===== src/rtl/cr_seu_randclk_gen.sv =====
// ============================================================================
// cr_seu_randclk_gen : seedable LFSR driving the IU random-clock module-enable bus
// Revision: 1.0
// ============================================================================
`default_nettype none

module cr_seu_randclk_gen #(
    parameter logic [31:0] RST_SEED = 32'h0000_0001,
    parameter logic [31:0] TAPS     = 32'h8020_0003
) (
    input  logic        forever_cpuclk,
    input  logic        cpurst_b,
    input  logic        randclk_ctrl_en,
    input  logic [1:0]  randclk_ctrl_density,
    input  logic [3:0]  randclk_ctrl_period,
    input  logic        randclk_seed_vld,
    input  logic [31:0] randclk_seed_data,
    input  logic        had_randclk_freeze,
    output logic [31:0] seu_iu_randclk_mod_en,
    output logic        randclk_gen_active
);

    logic [31:0] lfsr;
    logic [3:0]  cnt;
    logic [31:0] lfsr_next;
    logic [31:0] mask_next;
    logic [31:0] lfsr_rot;

    // Galois step; a non-zero value never maps to zero.
    assign lfsr_next = {1'b0, lfsr_next_src(lfsr)} ^ (lfsr[0] ? TAPS : 32'h0);

    function automatic logic [30:0] lfsr_next_src(input logic [31:0] l);
        return l[31:1];
    endfunction

    // Bit i of the rotated word is bit (i+16) mod 32 of the stepped LFSR.
    assign lfsr_rot = {lfsr_next[15:0], lfsr_next[31:16]};

    always_comb begin
        mask_next = lfsr_next;
        case (randclk_ctrl_density)
            2'b00:   mask_next = lfsr_next & lfsr_rot;
            2'b01:   mask_next = lfsr_next;
            2'b10:   mask_next = lfsr_next | lfsr_rot;
            default: mask_next = 32'hFFFF_FFFF;
        endcase
    end

    always_ff @(posedge forever_cpuclk or negedge cpurst_b) begin
        if (!cpurst_b) begin
            lfsr                  <= RST_SEED;
            cnt                   <= 4'd0;
            seu_iu_randclk_mod_en <= 32'h0;
            randclk_gen_active    <= 1'b0;
        end else if (randclk_seed_vld) begin
            lfsr                  <= (randclk_seed_data == 32'h0) ? 32'h1 : randclk_seed_data;
            cnt                   <= 4'd0;
            seu_iu_randclk_mod_en <= 32'h0;
            randclk_gen_active    <= 1'b0;
        end else if (had_randclk_freeze) begin
            randclk_gen_active    <= 1'b0;
        end else if (!randclk_ctrl_en) begin
            cnt                   <= 4'd0;
            seu_iu_randclk_mod_en <= 32'h0;
            randclk_gen_active    <= 1'b0;
        end else if (cnt >= randclk_ctrl_period) begin
            lfsr                  <= lfsr_next;
            seu_iu_randclk_mod_en <= mask_next;
            cnt                   <= 4'd0;
            randclk_gen_active    <= 1'b1;
        end else begin
            cnt                   <= cnt + 4'd1;
            randclk_gen_active    <= 1'b1;
        end
    end

endmodule

`default_nettype wire


===== config.mk =====
export PLATFORM = sky130hd
export DESIGN_NAME = cr_seu_randclk_gen
export DESIGN_NICKNAME = d
export VERILOG_FILES = /design/src/rtl/cr_seu_randclk_gen.sv
export SDC_FILE = /design/constraint.sdc
export NUM_CORES = 1
export LEC_CHECK = 0
export CORE_MARGIN = 5
export CORE_UTILIZATION = 50
export CTS_CLUSTER_SIZE = 12
export DETAILED_ROUTE_END_ITERATION = 8
export GPL_ROUTABILITY_DRIVEN = 0
export PLACE_DENSITY = 0.74
export SLEW_MARGIN = 10
export SYNTH_ARGS = -nofsm -noshare
export SYNTH_HDL_FRONTEND = slang
export SYNTH_SLANG_ARGS = --single-unit

===== constraint.sdc =====
create_clock -name forever_cpuclk -period 4.5 [get_ports forever_cpuclk]
set_clock_uncertainty 0.1 [all_clocks]
set_input_delay 1.125 -clock forever_cpuclk [delete_from_list [all_inputs] [get_ports forever_cpuclk]]
set_output_delay 1.125 -clock forever_cpuclk [all_outputs]
set_load 0.02 [all_outputs]

* After elaboration in Yosys (flattened, before gate mapping)
Index checks and enable logic that the tools add are counted.
Operators by class: bitwise operators 3, $add $sub $neg 1, order comparisons 1, reduce and logical (&&, ||, !) cells 6, multiplexer cells 18, equality and inequality tests 4
Operators by type and width (count):
- $mux W32 | 10
- $pmux W32 S3 | 1
- $and A32 B32 Y32 | 1
- $logic_not A32 Y1 | 1
- $or A32 B32 Y32 | 1
- $xor A31 B32 Y32 | 1
- $mux W4 | 4
- $add A4 B1 Y4 const B | 1
- $ge A4 B4 Y1 | 1
- $reduce_bool A2 Y1 | 2
- $mux W1 | 3
- $ne A3 B1 Y1 const B | 1
- $reduce_and A3 Y1 | 1
- $eq A2 B1 Y1 const B | 1
- $eq A2 B2 Y1 const B | 1
- $logic_not A2 Y1 | 1
- $ne A2 B2 Y1 const B | 1
- $reduce_and A2 Y1 | 1
Word-level totals: bits in registers 69, output and inout bits 33

* Depth between registers and ports, before layout
word-level depth 8, gate-level depth with buffers 8

* Worst setup path before layout
No wires, ideal clock.
path type input to register, from input randclk_ctrl_period[3], to register seu_iu_randclk_mod_en[10], setup time 0.125 ns, data required time 4.275 ns, arrival 2.472 ns, path slack 1.802 ns, stages 8, cell sequence inv_1 ha_1 o211ai_1 o21ai_1 o21a_1 buf_6 buf_6 mux2_4
Between the ends: word-level cells in the longest chain between the ends 3
RTL lines:
- start: declaration | RTL line 15 | input logic [3:0] randclk_ctrl_period,
- $ge A4 B4 Y1 | RTL line 66 | end else if (cnt >= randclk_ctrl_period) begin
- $ne A3 B1 Y1 (no line)
- $reduce_and A2 Y1 (no line)
- end signal: assignment | RTL line 68 | seu_iu_randclk_mod_en <= mask_next;
- end: declaration | RTL line 19 | output logic [31:0] seu_iu_randclk_mod_en,
Every way passes these cells. A chain may end at the register's enable or synchronous reset.

* Worst setup path in the final report
from input randclk_ctrl_period[3], to register seu_iu_randclk_mod_en[4]
Same word-level chain as after synthesis.

==> run_results.csv <==
group,metric,value,unit
run_status,status,"finished clean",
setup_path,end_kind,"flip-flop",
clock_tree,cts_tree,"built",
setup_path,critPathKind,"input pin to flip-flop",
global_route,grt_pass1_vias,2816,
synthesis,synth.top_cell.area_share,43.4,%
sta,setup_tns,0,ns
clock_tree,clockRootBuffer,"clkbuf_8",
finish,finalNetCount,457,
pwr,power_density,355,nW/um2
placement,dp_hpwl,6510,um
die,die_area,9710,um2
route,drt_iter0_drc,175,
synthesis,ys_warn_count,0,
hold_path,hold_path.startpoint,"seu_iu_randclk_mod_en[16]",
setup_path,r2r_start,"cnt[1]",
synthesis,ys_ff_latch,69,
sta,max_slew_margin,33.5,%
setup_path,r2r_setup_slack,2.12,ns
route,wirelength,8740,um
sta,maxSlewViolCount,0,
sta,hold_viol,0,
sta,grt_setup_unrepaired,"false",
synthesis,synth_top_cell_by_area,"dfrtp_1",
clock_tree,htree_levels,3,
clock_tree,ctsHoldBuffers,0,
finish,stdcell_count,515,
synthesis,syn_inst,341,
route,drc,0,
synthesis,synth_area,3920,um2
route,num_vias,2877,
global_route,gr-total-overflow,0,
global_route,grt_max_degree,46,
global_route,track_usage,18.5,%
route,wire_per_inst,17.0,um
route,avgViaCountPerCell,5.59,
die,chipHeight,98.5,um
die,core_area,7690,um2
placement,place_inst,500,
synthesis,synthArstFlopShare,100,%
global_route,grt_pass1_wl,14200,um
synthesis,synth_area_leaders,"dfrtp_1, mux2_2, mux2_4",
synthesis,yosys.cell_types.count,34,
die,io_pins,76,
synthesis,yosys-top-cells-count,"dfrtp_1, mux2_2, o21ai_0, mux2_4, nand2_1",
placement,place_area,4700,um2
global_route,antenna_found_initial,0,
synthesis,seq_area_frac_synth,44.1,%
setup_path,worst_ep_arrival_time,3.35,ns
setup_path,r2r_end,"seu_iu_randclk_mod_en[4]",
hold_path,hold_class,"flip-flop to flip-flop",
run,max_cap_violations,0,
pwr,leakage,0.00206,uW
die,rows,32,
synthesis,syn_avg_cell_area,11.5,um2
pwr,ir_worst_vdd,193,uV
synthesis,synth_flop_cell,"dfrtp_1",
setup_path,cp.required,4.63,ns
sta,fin_crit,3.22,ns
route,antenna_left,0,
setup_path,startpoint_type,"input pin",
die,die_x,98.5,um
setup_path,r2r_cells,6,
setup_path,crit_path_max_fanout,19,
clock_tree,cts_resized,0,
sta,setup_viol,0,
clock_tree,cts.path.max_buffers,2,
finish,drive_gt1_share,28.1,%
route,drtPass1Iterations,5,
sta,min_period_over_period,71.6,%
finish,syn2layout_area_growth,24.1,%
synthesis,synth.most_common_cell,"dfrtp_1",
clock_tree,clk_pin_slew,0.06,ns
finish,diodes,0,
placement,io_buffers,75,
hold_path,min_to,"seu_iu_randclk_mod_en[16]",
hold_path,min_path_cells,1,
clock_tree,cts_buffers,9,
clock_tree,clock_latency,0.35,ns
sta,tightest_slew,0.998,ns
synthesis,synth_nets,389,
synthesis,synth_edf_count,0,
clock_tree,cts_setup_buffers,0,
die,start_util,51.0,%
clock_tree,cts.sinks,69,
finish,design_area,4860,um2
sta,max_freq,310,MHz
-- layer usage --
metal | wire length, um | share of wire, % | vias to the layer above | track usage [%]
met1 | 4050 | 46 | 1388 | 26.7
li1 | - | - | 1383 | -
met3 | 535 | 6.1 | 13 | 4.18
met5 | 0 | 0 | - | 0
met4 | 136 | 1.6 | 0 | 6.93
met2 | 4020 | 46 | 93 | 27.2
-- registers in the layout (all words and copies together) (netlist names) --
register               flops
lfsr                      32
randclk_gen_active         1
cnt                        4
seu_iu_randclk_mod_en     32
-- kinds of logic (layout without fill, tap and decap cells) --
family,after synthesis,after routing,share of synthesized area [%]
AO/OA/AOI/OAI,80,80,11.5
XOR/XNOR,5,5,1.12
adder cells (fa/ha/maj),5,5,1.60
buffers and inverters,30,102,4.41
flip-flops,69,69,44.1
multiplexers,95,95,29.9
AND/OR/NAND/NOR,57,57,7.44
-- placed cells by master, fill, tap and decap left out, drive strengths merged --
| master | Yosys | layout |
|---|---|---|
| a21oi | 16 | 16 |
| a31oi | 19 | 19 |
| buf | 13 | 8 |
| clkbuf | 12 | 13 |
| clkdlybuf4s50 | 0 | 74 |
| clkinv | 0 | 2 |
| dfrtp | 68 | 68 |
| dfstp | 1 | 1 |
| ha | 5 | 5 |
| inv | 5 | 5 |
| mux2 | 94 | 94 |
| mux2i | 1 | 1 |
| nand2 | 26 | 26 |
| nand2b | 2 | 2 |
| nand3b | 1 | 1 |
| nand4 | 3 | 3 |
| nor2 | 4 | 4 |
| nor2b | 11 | 11 |
| nor3b | 1 | 1 |
| nor4 | 8 | 8 |
| o211a | 1 | 1 |
| o211ai | 1 | 1 |
| o21a | 1 | 1 |
| o21ai | 34 | 34 |
| o22ai | 7 | 7 |
| o2bb2ai | 1 | 1 |
| or2 | 1 | 1 |
| xor2 | 5 | 5 |
-- worst max-delay path by stage --
stage                                 startpoint                        end  depth (start not counted)
final                     randclk_ctrl_period[3]   seu_iu_randclk_mod_en[4]                          8
after detailed placement  randclk_ctrl_period[3]   seu_iu_randclk_mod_en[9]                          8
after global routing      randclk_ctrl_period[3]   seu_iu_randclk_mod_en[9]                          8
after floorplan           randclk_ctrl_period[3]  seu_iu_randclk_mod_en[10]                          8
after global placement    randclk_ctrl_period[3]   seu_iu_randclk_mod_en[8]                          8
after CTS                 randclk_ctrl_period[3]   seu_iu_randclk_mod_en[4]                          8
-- area by class of cell --
type | count | area, um2
fillers | 636 | 2820
multi-input cells | 242 | 2020
flip-flops and latches | 69 | 1730
repair buffers | 82 | 811
clock buffers | 13 | 149
well taps | 102 | 128
inverters | 5 | 18.8
clock inverters | 2 | 10.0
-- stage by stage --
step           utilization (%)  worst slack [ns]  total power, uW  hold WS, ns
4_1_cts                   63.3              1.26             1740        0.411
6_report                  63.3              1.28             1720        0.408
3_3_place_gp              61.2             0.967             1290        0.401
3_5_place_dp              61.2             0.886             1310        0.396
2_1_floorplan                -              1.80             1110        0.399
5_1_grt                   63.3              1.13             1820        0.428
-- power by group --
part	leakage, uW	switching (uW)	internal (uW)
logic	0.00111	204	271
clock network	0.0000833	219	211
registers	0.000868	102	717
-- worst max-delay path, stage by stage --
cell             delay [ns]
clkdlybuf4s50_1        0.45
inv_1                  0.04
ha_1                   0.28
o211ai_1               0.08
o21ai_1                0.30
o21a_2                 0.49
buf_12                 0.25
mux2_4                 0.31
(Power assumes the default switching activity.)
